## src/rtl/result_display.sv

```systemverilog
// Four-digit multiplexed common-anode hex display for the 16-bit result bus.
// Captures result once per frame, with a ghosting guard, leading-zero blanking and a change marker on dp.
module result_display #(
    parameter int unsigned SCAN_DIV = 50000,
    parameter int unsigned BLANK    = 16
) (
    input  logic        clk,
    input  logic        rst_n,
    input  logic [15:0] result,
    input  logic        lz_en,
    output logic [6:0]  seg,
    output logic        dp,
    output logic [3:0]  an,
    output logic        frame_tick
);

    localparam int unsigned DIV_W = (SCAN_DIV > 1) ? $clog2(SCAN_DIV) : 1;

    logic [DIV_W-1:0] div;
    logic [1:0]       dig;
    logic [15:0]      shadow;
    logic             changed;

    logic             tick_c;
    logic             capture_c;
    logic             lzb_c;
    logic             on_c;
    logic [3:0]       nib_c;
    logic [6:0]       code_c;

    // Slot timing, digit selection and blanking decisions
    always_comb begin
        tick_c    = (div == DIV_W'(SCAN_DIV - 1));
        capture_c = tick_c && (dig == 2'd3);
        nib_c     = 4'h0;
        lzb_c     = 1'b0;
        case (dig)
            2'd0: nib_c = shadow[3:0];
            2'd1: begin
                nib_c = shadow[7:4];
                lzb_c = lz_en && (shadow[15:4] == 12'h000);
            end
            2'd2: begin
                nib_c = shadow[11:8];
                lzb_c = lz_en && (shadow[15:8] == 8'h00);
            end
            default: begin
                nib_c = shadow[15:12];
                lzb_c = lz_en && (shadow[15:12] == 4'h0);
            end
        endcase
        on_c = (div >= DIV_W'(BLANK)) && !lzb_c;
    end

    // Hex glyphs, active-high gfedcba
    always_comb begin
        code_c = 7'h00;
        case (nib_c)
            4'h0: code_c = 7'h3F;
            4'h1: code_c = 7'h06;
            4'h2: code_c = 7'h5B;
            4'h3: code_c = 7'h4F;
            4'h4: code_c = 7'h66;
            4'h5: code_c = 7'h6D;
            4'h6: code_c = 7'h7D;
            4'h7: code_c = 7'h07;
            4'h8: code_c = 7'h7F;
            4'h9: code_c = 7'h6F;
            4'hA: code_c = 7'h77;
            4'hB: code_c = 7'h7C;
            4'hC: code_c = 7'h39;
            4'hD: code_c = 7'h5E;
            4'hE: code_c = 7'h79;
            default: code_c = 7'h71;
        endcase
    end

    // Scan counters, frame capture and the registered pin drivers
    always_ff @(posedge clk or negedge rst_n) begin
        if (!rst_n) begin
            div        <= '0;
            dig        <= 2'd0;
            shadow     <= 16'h0000;
            changed    <= 1'b0;
            an         <= 4'b1111;
            seg        <= 7'h7F;
            dp         <= 1'b1;
            frame_tick <= 1'b0;
        end else begin
            div        <= tick_c ? '0 : div + DIV_W'(1);
            if (tick_c) begin
                dig <= dig + 2'd1;
            end
            frame_tick <= capture_c;
            if (capture_c) begin
                shadow  <= result;
                changed <= (result != shadow);
            end
            an  <= on_c ? ~(4'b0001 << dig) : 4'b1111;
            seg <= on_c ? ~code_c : 7'h7F;
            dp  <= ~(on_c && (dig == 2'd0) && changed);
        end
    end

endmodule

```

## config.mk

```make
export PLATFORM = sky130hd
export DESIGN_NAME = result_display
export DESIGN_NICKNAME = d
export VERILOG_FILES = /design/src/rtl/result_display.sv
export SDC_FILE = /design/constraint.sdc
export NUM_CORES = 1
export LEC_CHECK = 0
export ABC_AREA = 1
export CORE_AREA = 2 2 88 73
export DETAILED_ROUTE_END_ITERATION = 6
export DIE_AREA = 0 0 90 75
export PLACE_DENSITY = 0.68
export SLEW_MARGIN = 20
export SYNTH_ARGS = -nofsm -noshare
export SYNTH_HDL_FRONTEND = slang
export SYNTH_SLANG_ARGS = --single-unit
```

## constraint.sdc

```tcl
create_clock -name clk -period 4 [get_ports clk]
set_input_delay 0.8 -clock clk [delete_from_list [all_inputs] [get_ports clk]]
set_output_delay 0.8 -clock clk [all_outputs]
set_load 0.02 [all_outputs]
```

==> summary.md, run 1 <==
| Metric | Value |
|---|---|
| Slew Viols, Final | 0 |
| Area grow syn2layout | 16.9% |
| GR Overflow Total | 0 |
| Synth warnings | 0 |
| Final Hold Viols | 0 |
| Largest family of logic cells by synthesized area | simple AND/OR/NAND/NOR gates |
| CTS max path bufs | 2 |
| Yosys cell types | 30 |
| Total power draw | 846 uW |
| Gr usage total | 18.2% |
| First-pass GRT wire length | 9760 um |
| RR Endpoint | seg[6]$_DFF_PN1_ |
| P_leak | 0.00165 uW |
| Post-route ant nets | 0 |
| Reg2Reg Launch Point | dig[0]$_DFFE_PN0N_ |
| Setup violators final | 0 |
| Drt total wl | 5660 um |
| WP data required | 3.20 ns |
| Initial Util | 48.6% |
| Clock sinks | 48 |
| Row count | 25 |
| Tmin final | 2.23 ns |
| Worst-path clk slew | 0.09 ns |
| Max VDD drop | 0.162 mV |
| Final Non-Filler Cells | 486 |
| Dpl hpwl | 4220 um |
| First drt pass iteration count | 4 |
| Post-CTS Hold Fix Bufs | 0 |
| Fmax | 0.449 GHz |
| Post-cts resize count | 0 |
| Worst Tran Pin Value | 0.601 ns |
| Gp weighted congestion | 0.888 |
| Hold crit path type | register to register |
| Hold depth | 1 |
| Async SR Flop Fraction | 100% |
| Status | finished clean |
| H-tree Lvls | 2 |
| Synth Area in Adders | 5.76% |
| Placed insts | 478 |
| Max cap viols | 0 |
| Hold endpoint | dp$_DFF_PN1_ |
| Crit path cell chain | clkdlybuf4s50_1 |
| Initial antenna violation count | 0 |
| Crit path max-delay family | buffers and inverters |
| Num CTS Buffers | 5 |
| Clock Skews | 0.00476 ns |
| Syn Std Cell Area | 2830 um2 |
| Initial DRC count | 136 |
| Worst setup path start | an[3]$_DFF_PN1_ |
| GR Layer Usage met1 | 25.7% |
| DIE HEIGHT | 75 um |
| CTS root buf | clkbuf_8 |
| N_diodes | 0 |
| GR peak layer | met2 |
| M2 GR Usage | 29.4% |
| Number of global-route vias before repair | 2113 |
| Post-synthesis sequential area ratio | 43.0% |
| Buf/Inv on CP | 1 |
| Net count after synthesis | 401 |
| PD cells | 256 nW/um2 |
| Startpoint class of the critical path | register |
| RSZ-0062 raised after global routing | no |
| # nets final | 436 |
| Post-synth EDFFs | 0 |
| Clk_lat worst skew | 0.30 ns |
| R2r setup slk | 1.87 ns |
| Period utilization | 55.6% |
| Area of the multi-input gates | 1390 um2 |
| DR vias | 2283 |
| Mux share of post-synthesis cell area | 0% |
| CP Data Arrival Time | 1.43 ns |
| WS Path Type | register to primary output |
| Chip width | 90 um |
| Worst hold start | changed$_DFFE_PN0P_ |
| Syn Area/Cell | 7.66 um2 |
| CP max FO | 1 |
| Post-Synth Simple-Gate Area | 32.8% |
| Core area | 5820 um2 |
| Ys flop type | dfrtp_1 |
| CP max stage cell | clkdlybuf4s50_1 |
| Worst stage delay on the critical path | 0.60 ns |
| Storage element area | 1220 um2 |
| Vias per cell | 4.70 |
| Slew HR | 59.9% |
| Synth Register Bits | 48 |
| DRC violations left | 0 |
| I/O Buffers | 31 |
| Avg WL per Cell | 11.6 um |
| Setup bufs post-CTS | 0 |
| Synth Area in XOR/XNOR | 7.13% |
| I/O Pins | 32 |
| Reg2reg path depth | 11 |
| Layout fillers | 549 |
| Setup TNS | 0 ns |
| Die area | 6750 um2 |
| CTS tree | built |
| Cells after Synth | 369 |
| Share of cells above drive strength 1 | 10.4% |
| Largest net degree at the start of global routing | 49 |
| Compound-Gate Fraction of Synth Area | 3.59% |
| Worst Setup End Kind | primary output |
| Global-route track usage on met3 | 3.00% |
[registers in the layout (all words and copies together), names as in the netlist]
name / count
an: 4
shadow: 16
dp: 1
frame_tick: 1
dig: 2
seg: 7
div: 16
changed: 1
[power by group]
| group | switching (uW) | internal [uW] | total [uW] |
|---|---|---|---|
| Combinational | 18.8 | 19.4 | 38.2 |
| Clock | 162 | 161 | 323 |
| Sequential | 0 | 485 | 485 |
[synthesized netlist by cell type (all sizes together), types with 3 or more instances]
master / count / area [um2]
nand2: 137 / 537
inv: 48 / 183
nor2: 45 / 203
dfrtp: 36 / 901
nand3: 23 / 115
xor2: 23 / 201
ha: 13 / 163
dfstp: 12 / 315
o21ai: 10 / 50.0
nor3: 6 / 35.0
a21oi: 4 / 23.8
nand4: 4 / 25.0
buf: 3 / 33.8
[how the worst max path moves through the flow]
stage                                   to  slack [ns]  cells past startpoint
after floorplan           seg[1]$_DFF_PN1_        2.16                     12
after global placement    seg[3]$_DFF_PN1_        1.93                     12
after detailed placement  seg[6]$_DFF_PN1_        1.91                     11
after CTS                            an[3]        1.76                      1
after global routing      seg[0]$_DFF_PN1_        1.62                     11
final                                an[3]        1.77                      1
[kinds of logic after synthesis]
| group | after synthesis |
|---|---|
| AND/OR/NAND/NOR | 217 |
| buffers and inverters | 51 |
| flip-flops | 48 |
| XOR/XNOR | 23 |
| AO/OA/AOI/OAI | 17 |
| adder cells (fa/ha/maj) | 13 |
[cell usage in the layout, fill, tap and decap left out]
master / synthesis / final
nand2_1: 132 / 132
inv_1: 40 / 40
nor2_1: 39 / 39
dfrtp_1: 36 / 36
clkdlybuf4s50_1: 0 / 30
nand3_1: 23 / 23
xor2_1: 23 / 23
ha_1: 13 / 13
dfstp_2: 12 / 12
inv_2: 7 / 7
o21ai_1: 5 / 5
nor3_1: 5 / 5
o21ai_0: 5 / 5
clkbuf_8: 0 / 5
nor2_2: 4 / 4
nand4_1: 4 / 4
a21oi_1: 3 / 3
nand2_2: 3 / 3
nand2_4: 2 / 2
and3_1: 1 / 1
a21oi_2: 1 / 1
or2_1: 1 / 1
o22ai_2: 1 / 1
nor3_2: 1 / 1
nor2_4: 1 / 1
o21bai_1: 1 / 1
inv_4: 1 / 1
a211oi_1: 1 / 1
nor2_8: 1 / 1
clkbuf_1: 0 / 1
clkinv_2: 0 / 1
clkbuf_16: 0 / 1
buf_4: 1 / 1
[metrics by stage]
stage | util [%] | area (um2) | hold WS (ns) | worst slack, ns
floorplan | - | 2830 | 0.396 | 2.16
global placement | 55.0 | 3200 | 0.450 | 1.93
detailed placement | 55.0 | 3200 | 0.444 | 1.91
CTS | 56.7 | 3300 | 0.457 | 1.76
global route | 56.8 | 3300 | 0.503 | 1.62
finish | 56.8 | 3300 | 0.462 | 1.77
[layout make-up]
class | count | share of cell area (%)
timing repair buffer | 31 | 9.32
clock inverter | 1 | 0.152
sequential | 48 | 36.8
clock buffer | 7 | 2.95
multi-input combinational | 270 | 42.2
inverter | 48 | 5.53
tap | 81 | 3.07
[per-layer routing]
layer / routed length (um) / vias up
li1: - / 1196
met1: 3010 / 1032
met2: 2350 / 51
met3: 232 / 4
met4: 62 / 0
met5: 0 / -
No activity file was read; power rests on OpenSTA's default activity.
==> run 2: changes to the inputs <==
Settings changed: PLACE_DENSITY 0.68 to 0.71.
Clock period 4 ns to 1.88 ns, I/O delays scaled along.
==> run 2 against run 1 <==
  * Flip-flop and latch count stayed put
  * Critical path depth is 11 higher
  * Combinational power is 130% higher
  * Utilization is 2.1 points higher
  * Sequential power is 110% higher
  * Clock skew is 0.013 ns higher
  * First-iteration DRC count is 14% lower
  * Power is 100% higher
  * Die area stayed put
  * Register-to-register slack worse by 1.8 ns
  * Sequential share of layout area is 1.2 points lower
==> summary.md, run 2 (synthesis gave the netlist of run 1 again) <==
| Metric | Value |
|---|---|
| Status | finished clean |
| Worst Tran Pin Value | 0.449 ns (-0.152 ns) |
| Post-route ant nets | 0 (unchanged) |
| Core area | 5820 um2 (unchanged) |
| Clock sinks | 48 (unchanged) |
| First drt pass iteration count | 5 (+1) |
| Vias per cell | 4.71 (+0.36%) |
| Startpoint class of the critical path | register |
| Initial DRC count | 117 (-14%) |
| CTS tree | built |
| CP Data Arrival Time | 2.05 ns (+0.62 ns) |
| First-pass GRT wire length | 9890 um (+1.3%) |
| Fmax | 0.551 GHz |
| Setup violators final | 0 (unchanged) |
| PD cells | 497 nW/um2 (+94%) |
| Worst-path clk slew | 0.09 ns (about the same) |
| I/O Buffers | 31 (unchanged) |
| Slew HR | 70.0% (+10 points) |
| DIE HEIGHT | 75 um (unchanged) |
| Global-route track usage on met3 | 3.30% (+0.30 points) |
| H-tree Lvls | 2 (unchanged) |
| Share of cells above drive strength 1 | 15.1% (+4.8 points) |
| Placed insts | 486 (+1.7%) |
| GR peak layer | met2 |
| Min Hold Slack | 0.00708 ns (-0.455 ns) |
| CP max stage cell | dfrtp_2 |
| Gp weighted congestion | 0.867 (-2.4%) |
| CTS max path bufs | 2 (unchanged) |
| WS Path Type | register to register |
| Max VDD drop | 0.374 mV (+130%) |
| Drt total wl | 5740 um (+1.6%) |
| Final Hold Viols | 0 (unchanged) |
| Tmin final | 1.82 ns |
| Initial Util | 48.6% (unchanged) |
| Period utilization | 96.6% |
| Total power draw | 1700 uW (+100%) |
| GR Overflow Total | 0 (unchanged) |
| Reg2reg path depth | 12 (+1) |
| CTS root buf | clkbuf_8 |
| Max cap viols | 0 (unchanged) |
| Crit path cell chain | inv_2 -> ha_4 -> nand2_1 -> nand2_1 -> inv_1 -> nand2_1 -> nand2_1 -> inv_1 -> nand2_1 -> nand3_1 -> nand2_1 -> nand2_1 |
| Avg WL per Cell | 11.6 um (-0.69%) |
| Initial antenna violation count | 0 (unchanged) |
| WP data required | 2.12 ns (-1.08 ns) |
| Clock Skews | 0.0180 ns (+0.0132 ns) |
| Gr usage total | 17.9% (-0.36 points) |
| Largest net degree at the start of global routing | 33 (-33%) |
| P_leak | 0.00170 uW (+2.9%) |
| Die area | 6750 um2 (unchanged) |
| Critical path depth | 12 (+11) |
| # nets final | 447 (+2.5%) |
| M2 GR Usage | 27.9% (-1.5 points) |
| DRC violations left | 0 (unchanged) |
| GR Layer Usage met1 | 26.4% (+0.72 points) |
| Hold crit path type | primary input to asynchronous set/reset pin |
| Num CTS Buffers | 5 (unchanged) |
| Final Non-Filler Cells | 497 (+2.3%) |
| Worst stage delay on the critical path | 0.46 ns (-0.14 ns) |
| Area grow syn2layout | 21.2% |
| Most frequent cells in the layout | nand2_1 (132), nor2_1 (39), inv_1 (37), dfrtp_1 (34), clkdlybuf4s50_1 (30) |
| N_diodes | 0 (unchanged) |
| Dpl hpwl | 4350 um (+3.1%) |
| Clk_lat worst skew | 0.30 ns (about the same) |
| Crit path max-delay family | simple AND/OR/NAND/NOR gates |
| Most common library cell in the layout ignoring fill and taps | nand2_1 |
| Row count | 25 (unchanged) |
| Chip width | 90 um (unchanged) |
| Buf/Inv on CP | 3 (+2) |
| Number of global-route vias before repair | 2157 (+2.1%) |
| Slew Viols, Final | 0 (unchanged) |
| CP max FO | 13 (+12) |
| DR vias | 2343 (+2.6%) |
| Largest registers | div x16, shadow x16, seg x7 |
| R2r setup slk | 0.06 ns (-1.81 ns) |
| RSZ-0062 raised after global routing | yes |
| Worst Setup End Kind | register |
| I/O Pins | 32 (unchanged) |
| Crit-path most repeated cell | nand2_1 |
[run 2: changes by cell type in the layout (fill, tap and decap cells not counted), sizes merged]
cell,change
buf,+11
[run 2: repair_timing]
item,CTS,global route
endpoints found under the setup margin,2,7
cloned,0,0
gates resized for setup,1,14
setup buffers,1,2
hold endpoints to repair,0,0
hold buffers,0,0
[run 2: final timing paths]
| path | startpoint | endpoint |
|---|---|---|
| setup / recovery | dig[0]$_DFFE_PN0N_ | seg[4]$_DFF_PN1_ |
| setup reg to reg | dig[0]$_DFFE_PN0N_ | seg[4]$_DFF_PN1_ |
| hold / removal | rst_n | shadow[5]$_DFFE_PN0P_ |
| min in group clk | changed$_DFFE_PN0P_ | dp$_DFF_PN1_ |
| max in group asynchronous | rst_n | an[0]$_DFF_PN1_ |
| hold reg to reg | changed$_DFFE_PN0P_ | dp$_DFF_PN1_ |
[run 2: metal layers]
metal  up-vias  routed length (um)
li1       1221                   -
met1      1069                2980
met2        47                2490
met3         6                 225
met4         0                  47
met5         -                   0
[run 2: worst register-to-register path: cells and delay by family (launching register included)]
kind / cells / cell delay, ns
AND/OR/NAND/NOR: 8 / 0.74
flip-flops: 1 / 0.46
adder cells (fa/ha/maj): 1 / 0.18
buffers and inverters: 3 / 0.39
[run 2: power by group]
group / internal (uW) / leakage, uW / total, uW / switching (uW)
combinational: 44.9 / 0.00113 / 86.4 / 41.5
sequential: 1030 / 0.000521 / 1030 / 0
clock: 261 / 0.0000422 / 583 / 322
[run 2: layout make-up]
cell class                 count  area [um2]
inverter                      48         183
tap                           81         101
clock inverter                 1        5.00
sequential                    48        1220
multi-input combinational    270        1440
timing repair buffer          42         400
fill                         549        2390
clock buffer                   7        76.3
[run 2: metrics by stage]
stage               setup WS [ns]  instance area [um2]  util [%]  setup TNS, ns
floorplan                  0.0371                 2830         -              0
global placement           0.0674                 3270      56.2              0
detailed placement         0.0177                 3270      56.2              0
CTS                       0.00134                 3360      57.8              0
global route              -0.0591                 3420      58.9         -0.264
finish                     0.0636                 3420      58.9              0
